**src/rtl/hazard_pkg.sv**
```systemverilog
// Shared types and constants for the pipeline hazard controller.
package hazard_pkg;

  typedef enum logic {RUN, FLUSH} hz_state_t;

  localparam int unsigned REG_AW   = 4;
  localparam int unsigned NUM_REGS = 16;
  localparam logic [REG_AW-1:0] REG_PC = 4'd15;

endpackage

```
**src/rtl/pipe_hazard_ctrl_if.sv**
```systemverilog
// Datapath <-> hazard controller bundle; stats ports present only with HAZ_STATS_EN.
interface pipe_hazard_ctrl_if;
  import hazard_pkg::*;

  logic                decValid;
  logic [REG_AW-1:0]   decRa1;
  logic [REG_AW-1:0]   decRa2;
  logic                decUsesRa2;
  logic                decRegWrite;
  logic [REG_AW-1:0]   decWa3;
  logic                PCSrcE;
  logic                regWriteW;
  logic [REG_AW-1:0]   WA3W;
  logic                stallF;
  logic                stallD;
  logic                flushD;
  logic                flushE;
  logic [NUM_REGS-1:0] busyMask;
  logic                issue;
`ifdef HAZ_STATS_EN
  logic [15:0]         stallCount;
  logic [15:0]         flushCount;
`endif

  modport master (
    output decValid, decRa1, decRa2, decUsesRa2, decRegWrite, decWa3,
    output PCSrcE, regWriteW, WA3W,
`ifdef HAZ_STATS_EN
    input  stallCount, flushCount,
`endif
    input  stallF, stallD, flushD, flushE, busyMask, issue
  );

  modport slave (
    input  decValid, decRa1, decRa2, decUsesRa2, decRegWrite, decWa3,
    input  PCSrcE, regWriteW, WA3W,
`ifdef HAZ_STATS_EN
    output stallCount, flushCount,
`endif
    output stallF, stallD, flushD, flushE, busyMask, issue
  );

endinterface

```
**src/rtl/hz_scoreboard.sv**
```systemverilog
// Pending-write busy bits; a set and clear of the same register in one cycle leaves it busy.
module hz_scoreboard
  import hazard_pkg::*;
#(
  parameter int unsigned NUM_REGS = hazard_pkg::NUM_REGS
) (
  input  logic                clk,
  input  logic                rst,
  input  logic                set_i,
  input  logic [REG_AW-1:0]   set_addr_i,
  input  logic                clr_i,
  input  logic [REG_AW-1:0]   clr_addr_i,
  output logic [NUM_REGS-1:0] busy_o
);

  logic [NUM_REGS-1:0] busy_q, busy_d, set_mask, clr_mask;

  always_comb begin
    set_mask = '0;
    clr_mask = '0;
    if (set_i) set_mask = NUM_REGS'(1) << set_addr_i;
    if (clr_i) clr_mask = NUM_REGS'(1) << clr_addr_i;
    busy_d = (busy_q & ~clr_mask) | set_mask;
  end

  always_ff @(posedge clk or posedge rst) begin
    if (rst) busy_q <= '0;
    else     busy_q <= busy_d;
  end

  assign busy_o = busy_q;

endmodule

```
**src/rtl/pipe_hazard_ctrl.sv**
```systemverilog
// Pipeline sequencing controller: scoreboard RAW/WAW stalls and taken-branch flush.
// Optional HAZ_STATS_EN adds saturating stall/flush cycle counters.
module pipe_hazard_ctrl
  import hazard_pkg::*;
#(
  parameter int unsigned FLUSH_CYCLES = 2,
  parameter int unsigned NUM_REGS     = hazard_pkg::NUM_REGS
) (
  input  logic               clk,
  input  logic               rst,
  pipe_hazard_ctrl_if.slave  bus
);

  localparam int unsigned     CNT_W  = 4;
  localparam logic [CNT_W-1:0] RELOAD = CNT_W'(FLUSH_CYCLES - 1);

  hz_state_t           state_q;
  logic [CNT_W-1:0]    cnt_q;
  logic [NUM_REGS-1:0] busy;
  logic                hazard_c;
  logic                stall_c, flush_d_c, flush_e_c, issue_c;

  hz_scoreboard #(.NUM_REGS(NUM_REGS)) u_scoreboard (
    .clk        (clk),
    .rst        (rst),
    .set_i      (issue_c && bus.decRegWrite),
    .set_addr_i (bus.decWa3),
    .clr_i      (bus.regWriteW),
    .clr_addr_i (bus.WA3W),
    .busy_o     (busy)
  );

  // R15 reads return the PC, so only its write is tracked.
  always_comb begin
    hazard_c = bus.decValid &&
               ((busy[bus.decRa1] && (bus.decRa1 != REG_PC)) ||
                (bus.decUsesRa2 && busy[bus.decRa2] && (bus.decRa2 != REG_PC)) ||
                (bus.decRegWrite && busy[bus.decWa3]));
  end

  always_comb begin
    stall_c   = 1'b0;
    flush_d_c = 1'b0;
    flush_e_c = 1'b0;
    issue_c   = 1'b0;
    if (!rst) begin
      case (state_q)
        RUN: begin
          if (bus.PCSrcE) begin
            flush_d_c = 1'b1;
            flush_e_c = 1'b1;
          end else begin
            stall_c   = hazard_c;
            flush_e_c = hazard_c;
            issue_c   = bus.decValid && !hazard_c;
          end
        end
        FLUSH: begin
          flush_d_c = 1'b1;
          flush_e_c = 1'b1;
        end
        default: ;
      endcase
    end
  end

  // Flush window = the resolving RUN cycle plus FLUSH_CYCLES-1 FLUSH cycles.
  always_ff @(posedge clk or posedge rst) begin
    if (rst) begin
      state_q <= RUN;
      cnt_q   <= '0;
    end else begin
      case (state_q)
        RUN: begin
          if (bus.PCSrcE && (FLUSH_CYCLES > 1)) begin
            state_q <= FLUSH;
            cnt_q   <= RELOAD;
          end
        end
        FLUSH: begin
          if (bus.PCSrcE) begin
            cnt_q <= RELOAD;
          end else if (cnt_q <= CNT_W'(1)) begin
            state_q <= RUN;
            cnt_q   <= '0;
          end else begin
            cnt_q <= cnt_q - CNT_W'(1);
          end
        end
        default: begin
          state_q <= RUN;
          cnt_q   <= '0;
        end
      endcase
    end
  end

  assign bus.stallF   = stall_c;
  assign bus.stallD   = stall_c;
  assign bus.flushD   = flush_d_c;
  assign bus.flushE   = flush_e_c;
  assign bus.issue    = issue_c;
  assign bus.busyMask = busy;

`ifdef HAZ_STATS_EN
  logic [15:0] stall_cnt_q, flush_cnt_q;

  always_ff @(posedge clk or posedge rst) begin
    if (rst) begin
      stall_cnt_q <= '0;
      flush_cnt_q <= '0;
    end else begin
      if (stall_c && (stall_cnt_q != 16'hFFFF)) stall_cnt_q <= stall_cnt_q + 16'd1;
      if (flush_d_c && (flush_cnt_q != 16'hFFFF)) flush_cnt_q <= flush_cnt_q + 16'd1;
    end
  end

  assign bus.stallCount = stall_cnt_q;
  assign bus.flushCount = flush_cnt_q;
`endif

endmodule
```
**src/flat_wrapper.sv**
```systemverilog
// flat-port wrapper written by rule: the top's interface ports become plain ports
module pipe_hazard_ctrl_flat import hazard_pkg::*;
#(
  parameter int unsigned FLUSH_CYCLES = 2,
  parameter int unsigned NUM_REGS     = hazard_pkg::NUM_REGS
)
  (clk, rst, bus_decValid, bus_decRa1, bus_decRa2, bus_decUsesRa2, bus_decRegWrite, bus_decWa3, bus_PCSrcE, bus_regWriteW, bus_WA3W, bus_stallF, bus_stallD, bus_flushD, bus_flushE, bus_busyMask, bus_issue);
  pipe_hazard_ctrl_if bus_i ();
  input  logic clk;
  input  logic rst;
  input wire logic [$bits(bus_i.decValid)-1:0] bus_decValid;
  input wire logic [$bits(bus_i.decRa1)-1:0] bus_decRa1;
  input wire logic [$bits(bus_i.decRa2)-1:0] bus_decRa2;
  input wire logic [$bits(bus_i.decUsesRa2)-1:0] bus_decUsesRa2;
  input wire logic [$bits(bus_i.decRegWrite)-1:0] bus_decRegWrite;
  input wire logic [$bits(bus_i.decWa3)-1:0] bus_decWa3;
  input wire logic [$bits(bus_i.PCSrcE)-1:0] bus_PCSrcE;
  input wire logic [$bits(bus_i.regWriteW)-1:0] bus_regWriteW;
  input wire logic [$bits(bus_i.WA3W)-1:0] bus_WA3W;
  output wire logic [$bits(bus_i.stallF)-1:0] bus_stallF;
  output wire logic [$bits(bus_i.stallD)-1:0] bus_stallD;
  output wire logic [$bits(bus_i.flushD)-1:0] bus_flushD;
  output wire logic [$bits(bus_i.flushE)-1:0] bus_flushE;
  output wire logic [$bits(bus_i.busyMask)-1:0] bus_busyMask;
  output wire logic [$bits(bus_i.issue)-1:0] bus_issue;
  assign bus_i.decValid = bus_decValid;
  assign bus_i.decRa1 = bus_decRa1;
  assign bus_i.decRa2 = bus_decRa2;
  assign bus_i.decUsesRa2 = bus_decUsesRa2;
  assign bus_i.decRegWrite = bus_decRegWrite;
  assign bus_i.decWa3 = bus_decWa3;
  assign bus_i.PCSrcE = bus_PCSrcE;
  assign bus_i.regWriteW = bus_regWriteW;
  assign bus_i.WA3W = bus_WA3W;
  assign bus_stallF = bus_i.stallF;
  assign bus_stallD = bus_i.stallD;
  assign bus_flushD = bus_i.flushD;
  assign bus_flushE = bus_i.flushE;
  assign bus_busyMask = bus_i.busyMask;
  assign bus_issue = bus_i.issue;
  pipe_hazard_ctrl #(.FLUSH_CYCLES(FLUSH_CYCLES), .NUM_REGS(NUM_REGS)) u_core (.clk(clk), .rst(rst), .bus(bus_i));
endmodule
```
**config.mk**
```make
export PLATFORM = sky130hd
export DESIGN_NAME = pipe_hazard_ctrl_flat
export DESIGN_NICKNAME = d
export VERILOG_FILES = /design/src/rtl/hazard_pkg.sv /design/src/rtl/pipe_hazard_ctrl_if.sv /design/src/rtl/hz_scoreboard.sv /design/src/rtl/pipe_hazard_ctrl.sv /design/src/flat_wrapper.sv
export SDC_FILE = /design/constraint.sdc
export NUM_CORES = 1
export LEC_CHECK = 0
export BUFFER_PORTS_ARGS = -buffer_cell sky130_fd_sc_hd__buf_4
export CAP_MARGIN = 20
export CORE_AREA = 2 2 66 62
export CTS_BUF_LIST = sky130_fd_sc_hd__clkbuf_2
export DETAILED_ROUTE_END_ITERATION = 8
export DIE_AREA = 0 0 68 64
export HOLD_SLACK_MARGIN = 0.05
export SYNTH_ARGS = -nofsm -noshare
export SYNTH_HDL_FRONTEND = slang
export SYNTH_HIERARCHICAL = 1
export SYNTH_SLANG_ARGS = --single-unit
```
**constraint.sdc**
```tcl
create_clock -name clk -period 2.45 [get_ports clk]
set_input_delay 0.1225 -clock clk [delete_from_list [all_inputs] [get_ports clk]]
set_output_delay 0.1225 -clock clk [all_outputs]
set_load 0.1 [all_outputs]
```
==> qor.yml <==
outcome: "complete, but fails checks"
violations: "negative setup slack"
p_leak_nw: 0.873
async_reset_ff_share_pct: 100
rrSetupSlack_ns: -0.07
setup_viol: 5
fin_setup_tns_ns: -0.223
slew_viol_final: 0
syn_nets: 168
critPathKind: "reg -> reg"
reg2reg_depth: 8
final_cell_mix: "46 x buf_4, 21 x o21ai_0, 10 x nor2_1, 10 x dfrtp_4, 8 x o21ai_1"
drive_above_1_share_pct: 51.8
final_common_cell: "buf_4"
yosys-top-cells-area: "dfrtp_1 37%, mux4_2 11%, o21ai_0 7.8%, mux2i_1 5.0%, o21ai_1 3.9%"
synth-seq-area-share_pct: 37.1
vias: 1398
fin_crit_sh_pct: 103
reg2reg_to: "u_core/u_scoreboard/busy_o[0]"
gp_congestion: 0.846
insertion_delay_ns: 0.31
finalHoldViolCount: 0
grt.total_usage_pct: 20.7
worstPathArrival_ns: 2.77
period_minus_slack_ns: 2.52
max_clock_freq_mhz: 398
peakVddDrop_v: 0.000375
clock_sinks: 21
path_max_fanout: 5
powerDensity_nw_per_um2: 424
drt-total-wl_mm: 4.31
avgSynthCellArea_sq_um: 9.90
synth_cell_types: 40
avgRoutedWirePerCell_microns: 17.7
setup_ws_ns: -0.0657
diodes: 0
stdcell_area_sq_um: 2030
ys.warnings.count: 6
hp-class: "in -> reg"
hold_depth: 3
grt_pass1_wl_mm: 6.84
grt_pass1_vias: 1457
drt-initial-drc-count: 97
grt_overflow: 0
path_clk_slew_ns: 0.19
rsz0062_at_grt: "yes"
die_area_sq_um: 4350
start_util_pct: 39.0
die_h_microns: 64
cts-root-buf: "clkbuf_2"
fillCellCount: 337
nets: 223
fp.dieW_microns: 68
maxSlewHeadroom_pct: 59.3
cts_inserted_buffers: 3
startpoint_type: "flip-flop"
rows: 21
drc: 0
core-area_sq_um: 3630
io_pins: 44
tightest_slew_ns: 0.610
cts_tree: "yes"
first_pass_iters: 4
vias_per_cell: 5.75
holdCritStartpoint: "bus_decWa3[3]"
synth_edf_count: 0
grt_max_degree: 17
clk_path_buf_depth: 2
synthToLayoutAreaGrowth_pct: 43.8
cts_htree_levels: 1
synth_top_flop_cell: "dfrtp_1"
end_kind: "flip-flop"
syn-cell-area_sq_um: 1420
io_buffers: 43
antenna_found_initial: 0
netlist.area_leader.share_pct: 37.1
yosysTopAreaCell: "dfrtp_1"
min_to: "u_core/u_scoreboard/busy_o[1]"
synth-seq-cells: 21
postRouteAntennaNets: 0
r2r-start: "u_core/u_scoreboard/busy_o[13]"
worstPathRequired_ns: 2.70
skew_ns: 0.00652
synthesis.instances: 143
postPlaceCellArea_sq_um: 1840
maxCapViolations: 0
place_hpwl_mm: 3.27
## power by group
part           switching, mW  internal [mW]
clock                  0.101         0.0370
sequential            0.0243          0.369
combinational          0.213          0.118
total                  0.338          0.524
## synthesized netlist by cell type, drive strengths merged, types with 2 or more instances
cell type / number
buf: 3
dfrtp: 21
a211oi: 3
nand3: 2
nand3b: 5
nor2b: 4
ha: 2
nand2: 5
nor2: 10
nand2b: 7
inv: 6
a21oi: 2
or2: 2
and2b: 3
or3b: 2
o21ai: 34
mux2i: 7
nor3: 2
mux4: 7
## state kept, by name (all words and copies together), names as in the netlist
register / cells
u_core/state_q: 1
u_core/u_scoreboard/busy_o: 16
u_core/cnt_q: 4
## critical path: stages (launching register included)
cell and delay, ns:
dfrtp_4 0.54, mux4_2 0.48, nor2b_2 0.16, o32ai_2 0.11, a211oi_2 0.25, buf_4 0.15
and3_4 0.19, or3b_4 0.42, o21ai_1 0.15
## how the worst max path moves through the flow
stage                                    end  cells past startpoint  slack (ns)                      startpoint
2_1_floorplan                     bus_stallF                      6       -0.07   u_core/u_scoreboard/busy_o[7]
3_3_place_gp   u_core/u_scoreboard/busy_o[1]                      7        0.18   u_core/u_scoreboard/busy_o[6]
3_5_place_dp   u_core/u_scoreboard/busy_o[5]                      7        0.13   u_core/u_scoreboard/busy_o[6]
4_1_cts                            bus_issue                      7       0.009   u_core/u_scoreboard/busy_o[6]
5_1_grt                            bus_issue                      7       -0.15  u_core/u_scoreboard/busy_o[13]
6_report       u_core/u_scoreboard/busy_o[0]                      8       -0.07  u_core/u_scoreboard/busy_o[13]
## metrics by stage
| step | total power, mW | std cells | hold WS [ns] | setup slack (ns) | util [%] |
|---|---|---|---|---|---|
| finish | 0.862 | 243 | 0.158 | -0.0657 | 56.1 |
| floorplan | 0.603 | 143 | -0.0908 | -0.0746 | - |
| detailed placement | 0.700 | 230 | 0.0797 | 0.129 | 50.7 |
| global route | 0.915 | 243 | 0.117 | -0.151 | 56.1 |
| CTS | 0.848 | 240 | 0.118 | 0.00858 | 53.4 |
| global placement | 0.694 | 230 | 0.0708 | 0.183 | 50.7 |
## layout make-up
class | count | area, sq um | share of cell area [%]
multi-input combinational | 113 | 907 | 44.6
sequential | 21 | 571 | 28.0
timing repair buffer | 53 | 457 | 22.4
tap | 46 | 57.6 | 2.83
inverter | 6 | 22.5 | 1.11
clock buffer | 3 | 15.0 | 0.738
clock inverter | 1 | 5.00 | 0.246
## logic make-up (layout without fill, tap and decap cells)
kind of cell | after synthesis | after routing | synth area share [%]
compound gates | 50 | 50 | 21.6
simple gates | 46 | 46 | 18.9
flops | 21 | 21 | 37.1
mux | 15 | 15 | 17.2
buf+inv | 9 | 63 | 3.45
fa+ha+maj | 2 | 2 | 1.77
## routing by layer
metal / global-route usage (%) / vias up / share of wire (%)
li1: - / 647 / -
met1: 30.5 / 689 / 46
met2: 31.2 / 58 / 46
met3: 3.35 / 4 / 7.3
met4: 6.00 / 0 / 0.63
met5: 0 / - / 0
## what timing repair did
| item | CTS | global route |
|---|---|---|
| resized for setup | 6 | 22 |
| endpoints found under the setup margin | 1 | 8 |
| hold buffers | 2 | 0 |
| pin swaps | 0 | 2 |
| buffers inserted | 4 | 3 |
| gates cloned | 0 | 0 |
| endpoints found under the hold margin | 26 | 0 |
Note: power is estimated with default switching activity, not from simulation.
